File: config.mk
export PLATFORM = sky130hd
export DESIGN_NAME = icache_refill_engine
export DESIGN_NICKNAME = d
export VERILOG_FILES = /design/src/rtl/icache_refill_engine.sv
export SDC_FILE = /design/constraint.sdc
export NUM_CORES = 1
export LEC_CHECK = 0
export ABC_CLOCK_PERIOD_IN_PS = 2800
export CAP_MARGIN = 25
export CORE_MARGIN = 2
export CORE_UTILIZATION = 41
export CTS_CLUSTER_DIAMETER = 60
export DETAILED_ROUTE_END_ITERATION = 8
export PLACE_DENSITY = 0.8
export SETUP_SLACK_MARGIN = 0.4
export SLEW_MARGIN = 10
export SYNTH_ARGS = -nofsm -noshare
export SYNTH_HDL_FRONTEND = slang
export SYNTH_SLANG_ARGS = --single-unit
File: constraint.sdc
create_clock -name clock_i -period 2.8 [get_ports clock_i]
set_clock_uncertainty 0.2 [all_clocks]
set_input_delay 0.7 -clock clock_i [delete_from_list [all_inputs] [get_ports clock_i]]
set_output_delay 0.7 -clock clock_i [all_outputs]
set_load 0.02 [all_outputs]
File: src/rtl/icache_refill_engine.sv
// icache_refill_engine: miss handler and line writer for a direct-mapped instruction cache.
//
// Fetches one 32-bit word per miss from backing memory and writes it, with its
// tag, into the cache set arrays through a one-cycle fill port.
// If memory stays silent for TIMEOUT cycles, the engine fills POISON and raises fill_error.
//
// Optional feature (macro NEXT_LINE_PREFETCH_EN): after each demand fill the
// engine also fetches and fills block address+1. That fill does not assert fill_done.
//
// Ports:
//   clock_i, reset_n_i       rising-edge clock, asynchronous active-low reset
//   miss_valid_i/_ready_o    miss handshake; miss_addr_i is the block address (PC[31:3])
//   mem_req_valid_o/_ready_i memory read request; mem_req_addr_o = {block, 3'b000}
//   mem_resp_valid_i/_data_i memory read response (ignored outside the wait states)
//   fill_valid_o             one-cycle write strobe with fill_set_o, fill_tag_o, fill_data_o
//   fill_done_o              demand miss serviced; fill_error_o marks a poison fill
//   fill_count_o             fills performed, saturating at 16'hFFFF
module icache_refill_engine #(
    parameter int          SETS    = 16,
    parameter int          TIMEOUT = 64,
    parameter logic [31:0] POISON  = 32'hDEAD_BEEF
) (
    input  logic                    clock_i,
    input  logic                    reset_n_i,
    input  logic                    miss_valid_i,
    input  logic [28:0]             miss_addr_i,
    output logic                    miss_ready_o,
    output logic                    mem_req_valid_o,
    input  logic                    mem_req_ready_i,
    output logic [31:0]             mem_req_addr_o,
    input  logic                    mem_resp_valid_i,
    input  logic [31:0]             mem_resp_data_i,
    output logic                    fill_valid_o,
    output logic [$clog2(SETS)-1:0] fill_set_o,
    output logic [28:0]             fill_tag_o,
    output logic [31:0]             fill_data_o,
    output logic                    fill_done_o,
    output logic                    fill_error_o,
    output logic [15:0]             fill_count_o
);
    localparam int SW = $clog2(SETS);
    localparam int TW = $clog2(TIMEOUT + 1);

    // REQ -> WAIT -> FILL are consecutive codes, as are PF_REQ -> PF_WAIT -> PF_FILL,
    // so both request paths advance with state_q + 1.
    localparam logic [2:0] S_IDLE = 3'd0;
    localparam logic [2:0] S_REQ  = 3'd1;
    localparam logic [2:0] S_WAIT = 3'd2;
    localparam logic [2:0] S_FILL = 3'd3;
`ifdef NEXT_LINE_PREFETCH_EN
    localparam logic [2:0] S_PF_REQ  = 3'd4;
    localparam logic [2:0] S_PF_WAIT = 3'd5;
    localparam logic [2:0] S_PF_FILL = 3'd6;
`endif

    logic [2:0]    state_q, state_d;
    logic [28:0]   addr_q, addr_d;
    logic [31:0]   data_q, data_d;
    logic [TW-1:0] timer_q, timer_d;
    logic          err_q, err_d;
    logic [15:0]   count_q, count_d;
    logic          in_req, in_wait, in_fill, timeout;

`ifdef NEXT_LINE_PREFETCH_EN
    assign in_req  = state_q == S_REQ  || state_q == S_PF_REQ;
    assign in_wait = state_q == S_WAIT || state_q == S_PF_WAIT;
    assign in_fill = state_q == S_FILL || state_q == S_PF_FILL;
`else
    assign in_req  = state_q == S_REQ;
    assign in_wait = state_q == S_WAIT;
    assign in_fill = state_q == S_FILL;
`endif

    assign timeout = timer_q == TW'(TIMEOUT - 1);

    always_comb begin
        state_d = state_q;
        addr_d  = addr_q;
        data_d  = data_q;
        timer_d = timer_q;
        err_d   = err_q;
        count_d = count_q;
        if (state_q == S_IDLE) begin
            if (miss_valid_i) begin
                addr_d  = miss_addr_i;
                state_d = S_REQ;
            end
        end else if (in_req) begin
            if (mem_req_ready_i) begin
                state_d = state_q + 3'd1;
                timer_d = '0;
            end
        end else if (in_wait) begin
            timer_d = timer_q + TW'(1);
            // A response in the timeout cycle still wins over the poison value.
            if (mem_resp_valid_i || timeout) begin
                data_d  = mem_resp_valid_i ? mem_resp_data_i : POISON;
                err_d   = !mem_resp_valid_i;
                state_d = state_q + 3'd1;
                // Counted on entry to FILL so fill_count already includes the fill it accompanies.
                count_d = (count_q == 16'hFFFF) ? count_q : count_q + 16'd1;
            end
        end else if (in_fill) begin
`ifdef NEXT_LINE_PREFETCH_EN
            addr_d  = (state_q == S_FILL) ? addr_q + 29'd1 : addr_q;
            state_d = (state_q == S_FILL) ? S_PF_REQ : S_IDLE;
`else
            state_d = S_IDLE;
`endif
        end
    end

    always_ff @(posedge clock_i or negedge reset_n_i) begin
        if (!reset_n_i) begin
            state_q <= S_IDLE;
            addr_q  <= '0;
            data_q  <= '0;
            timer_q <= '0;
            err_q   <= 1'b0;
            count_q <= '0;
        end else begin
            state_q <= state_d;
            addr_q  <= addr_d;
            data_q  <= data_d;
            timer_q <= timer_d;
            err_q   <= err_d;
            count_q <= count_d;
        end
    end

    assign miss_ready_o    = state_q == S_IDLE;
    assign mem_req_valid_o = in_req;
    assign mem_req_addr_o  = {addr_q, 3'b000};
    assign fill_valid_o    = in_fill;
    assign fill_set_o      = addr_q[SW-1:0];
    assign fill_tag_o      = addr_q;
    assign fill_data_o     = data_q;
    assign fill_done_o     = state_q == S_FILL;
    assign fill_error_o    = in_fill && err_q;
    assign fill_count_o    = count_q;
endmodule

==> summary.md, run 1 <==
| Metric | Value |
|---|---|
| Status | `finished clean` |
| Final TNS setup | `0 ps` |
| Initial Utilization | `0.4237` |
| Clock slew at reported path FFs | `100 ps` |
| Die area | `10390 um^2` |
| Min Tclk post-route | `2339 ps` |
| Leakage | `2.638 nW` |
| N_diodes | `0` |
| Setup crit start kind | `flop` |
| Asr flop ratio synth | `1.000` |
| CTS Hold Buffers Added | `0` |
| Mapped Cells | `between 300 and 400` |
| Post-DP HPWL | `7440 um` |
| Clk root buf | `clkbuf_8` |
| Routability cong. | `roughly 0.8` |
| Post-Syn Area per Cell | `12.41 um^2` |
| Clk pwr share | `0.381` |
| Slew Limit Fails | `0` |
| Remaining DRCs | `0` |
| Worst Path Max Fanout | `12` |
| Area contributors post-synth | `dfrtp_1, mux2_2, buf_4, o22a_1, xor2_1` |
| Final Hold Fails | `0` |
| Max-slew headroom | `0.5817` |
| Worst reg2reg path depth | `6` |
| Hold crit path type | `in2async` |
| CP endpoint kind | `flop` |
| Setup violators final | `0` |
| Antenna viol nets, final | `0` |
| CTS Buffer Depth | `2` |
| CTS Buf Count | `9` |
| Num rows | `35` |
| Slew @ Worst Pin | `between 600 and 700 ps` |
| Primary FF master, synth | `dfrtp_1` |
| Placed Area | `about 5600 um^2` |
| Switch share | `0.2174` |
| Die Y-Extent | `102.0 um` |
| Filler cells | `754` |
| Register share of total power | `0.562` |
| EDFF count, synth | `0` |
| RSZ-0062 raised after global routing | `no` |
| Total GRT Usage | `0.1790` |
| Core area | `9284 um^2` |
| Clock latency on the worst-skew pair | `330 ps` |
| IO Count | `184` |
| Global route overflow | `0` |
| Max VDD drop | `0.1991 mV` |
| Drt pass-1 iters | `4` |
| PD cells | `between 300 and 400 nW/um^2` |
| Sequential fraction of the synthesis area | `0.5598` |
| Wirelength per Cell | `about 16 um` |
| Clock sinks | `88` |
| CTS tree | `yes` |
| Horiz. Die Dim | `102.0 um` |
| Syn-to-layout area delta | `50.25%` |
| Routed vias | `roughly 2.9k` |
| Period utilisation layout | `0.8352` |
| Global-route wire length before repair | `14700 um` |
| Fmax | `427.6 MHz` |
| Critical path class | `reg2reg` |
| Post-Syn Area | `just under 4000 um^2` |
| Sw power | `0.0004907 W` |
| Fin nets | `544` |
| Port bufs | `180` |
| #FFs+latches synth | `about 90` |
| Ys Warns | `0` |
| Worst EP required | `2820 ps` |
| Initial DRC count | `63` |
| Antenna violations before repair | `0` |
| Vias in the first global route | `2964` |
| Layout cell share with drive strength beyond 1 | `0.1621` |
| Yosys top cell by area | `dfrtp_1` |
| Internal Power | `between 0.0015 and 0.002 W` |
| Pin count of the biggest net entering global routing | `between 40 and 50` |
| Max cap viols | `0` |
| H-tree level count | `3` |
| Final instance area | `approximately 6000 um^2` |
| Gate power share | `0.056` |
| Arr. time, crit path | `2360 ps` |
| Yosys cell types | `38` |
| Final WL | `9846 um` |
| Top cell type's share of synthesized area | `0.5598` |
| Via density | `4.863` |
[final timing paths]
check                           startpoint              end  slack, ps
min reg2reg                 fill_data_o[5]   fill_data_o[5]        290
max                        fill_count_o[1]  fill_count_o[1]        460
min in group clock_i        fill_data_o[5]   fill_data_o[5]        290
min                              reset_n_i   fill_tag_o[20]         30
max reg2reg                fill_count_o[1]  fill_count_o[1]        460
max in group asynchronous        reset_n_i   fill_data_o[2]       1700
[worst max-delay path, stage by stage, from the launching register on]
cell	delay, ps
dfrtp_1	430
ha_2	230
inv_1	70
or3_4	450
o311ai_4	320
buf_6	200
mux2_2	340
[cell usage after synthesis (7+ instances only)]
master	n
a22o_1	8
o22a_1	24
nand2_1	14
nor3_1	11
mux2_2	30
xor2_1	15
nor2_1	13
inv_1	10
buf_4	37
clkbuf_1	7
dfrtp_1	88
ha_1	7
[per-stage QoR]
stage | util | setup WS (ps) | hold slack (ps) | power [W] | std cells
4_1_cts | 0.6318 | 351.5 | 18.46 | 0.002292 | 602
3_5_place_dp | 0.6077 | 119.0 | 276.3 | 0.001423 | 585
5_1_grt | 0.6367 | 386.5 | 16.21 | 0.002356 | 604
6_report | 0.6367 | 461.3 | 27.14 | 0.002257 | 604
3_3_place_gp | 0.6077 | 183.0 | 269.8 | 0.001422 | 585
2_1_floorplan | - | 478.2 | 204.4 | 0.001305 | 319
[state kept, by name, summed over array words and instances, names as in the netlist]
name,cells
err_q,1
timer_q,7
fill_tag_o,29
state_q,3
fill_count_o,16
fill_data_o,32
[repair_timing]
item | in CTS | in global routing
pin swaps | 0 | 0
hold endpoints to repair | 0 | 0
gates resized for setup | 23 | 10
setup buffers | 2 | 2
setup endpoints to repair | 31 | 8
[power by group through the flow]
stage	logic, W	registers (W)	clock network, W
after floorplan	0.00000918	0.00130	0
after global placement	0.000128	0.00129	0
after detailed placement	0.000128	0.00129	0
after CTS	0.000129	0.00127	0.000893
after global routing	0.000138	0.00127	0.000948
final	0.000127	0.00127	0.000861
[metal layers]
metal / track usage / up-vias / part of all wire
met5: 0 / - / 0
met4: 0.05026 / 0 / 0.011
met3: 0.03352 / 8 / 0.059
met2: 0.3193 / 100 / 0.51
met1: 0.2223 / 1450 / 0.42
li1: - / 1379 / -
[area by class of cell]
| cell class | count | area [um^2] | share of cell area |
|---|---|---|---|
| Timing Repair Buffer | 191 | 1899 | 0.3213 |
| Clock inverter | 6 | 70.07 | 0.01185 |
| Sequential cell | 88 | 2205 | 0.3730 |
| Clock buffer | 9 | 123.9 | 0.02096 |
| Tap cell | 129 | 161.4 | 0.02731 |
| Inverter | 10 | 37.54 | 0.006351 |
| Multi-Input combinational cell | 171 | 1414 | 0.2392 |
[cell usage in the layout, fill, tap and decap left out, types with 2 or more instances in the layout]
cell             count
o22a_1              24
clkbuf_8             9
mux2_2              30
clkdlybuf4s50_1    174
buf_4               10
nand4_1              4
nor4_1               3
inv_1                9
dfrtp_2              2
a22o_1               8
ha_1                 3
buf_2                2
ha_4                 2
clkinvlp_4           2
nand2_1             13
and4_1               2
xor2_1              15
nand3_1              5
mux2i_1              4
conb_1               3
nor3_1              11
xnor2_1              3
nor2b_2              2
buf_12               2
o21ai_0              3
ha_2                 2
dfrtp_1             86
nor2_1              13
and2_1               2
o31ai_1              2
[logic make-up after synthesis]
logic type | count (synthesis) | synth area share
AND/OR/NAND/NOR | 65 | 0.08651
buffers and inverters | 60 | 0.09606
flip-flops | 88 | 0.5598
AO/OA/AOI/OAI | 43 | 0.09542
adder cells (fa/ha/maj) | 7 | 0.02226
multiplexers | 35 | 0.09892
XOR/XNOR | 18 | 0.04008
other | 1 | 0.0009533
(Power assumes the default switching activity.)
==> inputs of run 2 (changes only) <==
Settings changed: ABC_CLOCK_PERIOD_IN_PS 2800 to 2200.
Clock period 2.8 ns to 2.2 ns, I/O delays scaled along.
==> run 2 against run 1 <==
Compared with the run above:
- largest cell class is now non-clock buffers
- routed wire length grew 29%
- critical path depth grew 3
- non-clock buffer count grew 65
- combinational power grew 41%
- core utilization grew 9.3 points
- final cell count grew 11%
- total power grew 33%
- via count grew 16%
- sequential cell count is the same
- the flow now finishes with violations (setup timing)
==> summary.md, run 2 (synthesis results as in run 1) <==
| Metric | Value |
|---|---|
| CTS tree | `yes (unchanged)` |
| RSZ-0062 raised after global routing | `yes (was no)` |
| Setup violators final | `1 (was 0)` |
| Pin count of the biggest net entering global routing | `44 (was 43)` |
| Vias in the first global route | `3512 (was 2964)` |
| Period utilisation layout | `1.003 (was 0.8352)` |
| Routed vias | `3400 (was 2937)` |
| CTS Buffer Depth | `2 (unchanged)` |
| Port bufs | `180 (unchanged)` |
| Clk root buf | `clkbuf_8 (unchanged)` |
| Antenna viol nets, final | `0 (unchanged)` |
| Via density | `5.067 (was 4.863)` |
| FF-to-FF Start | `state_q[0] (was fill_count_o[1])` |
| Failing checks | `setup timing` |
| Worst r2r dst | `fill_count_o[12] (was fill_count_o[1])` |
| Total GRT Usage | `0.2233 (was 0.1790)` |
| Filler cells | `644 (was 754)` |
| Die Y-Extent | `102.0 um (unchanged)` |
| Core area | `9284 um^2 (unchanged)` |
| Slew Limit Fails | `0 (unchanged)` |
| Antenna violations before repair | `0 (unchanged)` |
| Commonest cells after routing, fill and taps aside | `dfrtp_1, clkdlybuf4s50_1, buf_4 (was clkdlybuf4s50_1, dfrtp_1, mux2_2)` |
| DP Worst Slack | `-111.9 ps (was 119.0 ps)` |
| Setup crit start kind | `flop (unchanged)` |
| Hold path endpoint | `fill_count_o[4]` |
| H-tree level count | `3 (unchanged)` |
| CTS Buf Count | `9 (unchanged)` |
| Wirelength per Cell | `18.90 um (was 16.30 um)` |
| Drt pass-1 iters | `4 (unchanged)` |
| Routability cong. | `0.8255 (was 0.7804)` |
| Global route overflow | `0 (unchanged)` |
| Reg-to-reg setup timing slack | `-6 ps (was 460 ps)` |
| Die area | `10390 um^2 (unchanged)` |
| IO Count | `184 (unchanged)` |
| Status | `finished with violations (was finished clean)` |
| Horiz. Die Dim | `102.0 um (unchanged)` |
| Max-slew headroom | `0.6369 (was 0.5817)` |
| Max VDD drop | `0.2700 mV (was 0.1991 mV)` |
| Slew @ Worst Pin | `544.6 ps (was 617.7 ps)` |
| Final setup margin | `-5.689 ps (was 461.3 ps)` |
| Leakage | `3.383 nW (was 2.638 nW)` |
| Worst reg2reg path depth | `9 (was 6)` |
| Final Hold Fails | `0 (unchanged)` |
| CP endpoint kind | `flop (unchanged)` |
| Initial DRC count | `95 (was 63)` |
| Final WL | `12680 um (was 9846 um)` |
| Min Tclk post-route | `2206 ps (was 2339 ps)` |
| Layout cell share with drive strength beyond 1 | `0.5406 (was 0.1621)` |
| Clock latency on the worst-skew pair | `340 ps (was 330 ps)` |
| Arr. time, crit path | `2270 ps (was 2360 ps)` |
| Fmax | `453.4 MHz (was 427.6 MHz)` |
| Clock slew at reported path FFs | `100 ps (about the same)` |
| Critical path class | `reg2reg (unchanged)` |
| Fin nets | `610 (was 544)` |
| WHS Path Cells | `1` |
| Num rows | `35 (unchanged)` |
| Final Util | `0.7294 (was 0.6367)` |
| Hold crit path type | `reg2reg (was in2async)` |
| Global-route wire length before repair | `17880 um (was 14700 um)` |
| PD cells | `442.1 nW/um^2 (was 381.9 nW/um^2)` |
| Min-delay src | `fill_count_o[4]` |
| Max cap viols | `0 (unchanged)` |
| Total Power | `0.002994 W (was 0.002257 W)` |
| Worst EP required | `2260 ps (was 2820 ps)` |
| Syn-to-layout area delta | `72.14% (was 50.25%)` |
| Max reg flops | `32 (unchanged)` |
| Initial Utilization | `0.4237 (unchanged)` |
| Post-DP HPWL | `7452 um (was 7440 um)` |
| Clock sinks | `88 (unchanged)` |
| N_diodes | `0 (unchanged)` |
| Worst Path Max Fanout | `6 (was 12)` |
| Remaining DRCs | `0 (unchanged)` |
| Most common cell after layout, fill and taps aside | `dfrtp_1 (was clkdlybuf4s50_1)` |
==> run 2: cell count changes in the layout (fill, tap and decap cells not counted), sizes merged <==
cell | before | now
dlygate4sd2 | 0 | 1
buf | 15 | 131
dlygate4sd3 | 0 | 1
clkinvlp | 2 | 1
clkdlybuf4s50 | 174 | 63
clkdlybuf4s15 | 2 | 27
clkbuf | 9 | 44
nand2 | 14 | 15
==> run 2: through the flow <==
step | area [um^2] | hold slack, ps | instances | TNS, ps
after CTS | 6847 | 287.5 | 660 | 0
after floorplan | 4085 | 54.41 | 319 | 0
after global placement | 5908 | 268.6 | 606 | -91.42
after global routing | 6771 | 293.9 | 671 | -1046
after detailed placement | 5908 | 276.3 | 606 | -515.1
final | 6771 | 290.0 | 671 | -5.689
==> run 2: power breakdown <==
part	switching [W]	total, W	internal [W]	leakage, nW
clock	0.000602	0.00120	0.000596	0.106
combinational	0.0000670	0.000179	0.000112	2.10
sequential	0	0.00162	0.00162	1.18
==> run 2: worst max path at each step <==
| stage | from | end | slack [ps] |
|---|---|---|---|
| finish | state_q[0] | fill_count_o[12] | -6 |
| global route | state_q[0] | fill_count_o[11] | -120 |
| CTS | state_q[0] | fill_count_o[15] | 40 |
| detailed placement | mem_resp_valid_i | state_q[0] | -110 |
| global placement | state_q[0] | fill_error_o | -30 |
| floorplan | fill_count_o[0] | fill_count_o[13] | 120 |
==> run 2: timing repair <==
| action | in CTS | in global routing |
|---|---|---|
| hold endpoints to repair | 31 | 0 |
| gates resized for setup | 401 | 127 |
| pin swaps | 25 | 25 |
| hold buffers | 1 | 0 |
| buffers inserted | 31 | 11 |
| setup endpoints to repair | 201 | 174 |
| cloned | 6 | 0 |
==> run 2: final cells by class <==
| type | count | area, um^2 | area share |
|---|---|---|---|
| sequential | 88 | 2210 | 0.3263 |
| inverter | 10 | 42.54 | 0.006282 |
| clock buffer | 11 | 151.4 | 0.02236 |
| clock inverter | 5 | 63.81 | 0.009424 |
| tap | 129 | 161.4 | 0.02384 |
| multi-input combinational | 172 | 1826 | 0.2696 |
| timing repair buffer | 256 | 2317 | 0.3422 |
==> run 2: per-layer routing <==
layer,wire length [um],track usage
met5,0,0
met4,185,0.06564
met3,750,0.04104
met2,6666,0.4089
met1,5079,0.2678
==> run 2: critical path: stages, from the launching register on <==
cell and delay [ps]:
dfrtp_1 420, buf_6 150, ha_4 150, buf_6 120
nor4b_4 280, buf_4 170, o311ai_4 140, buf_6 190
nor3_2 130, xor2_1 170
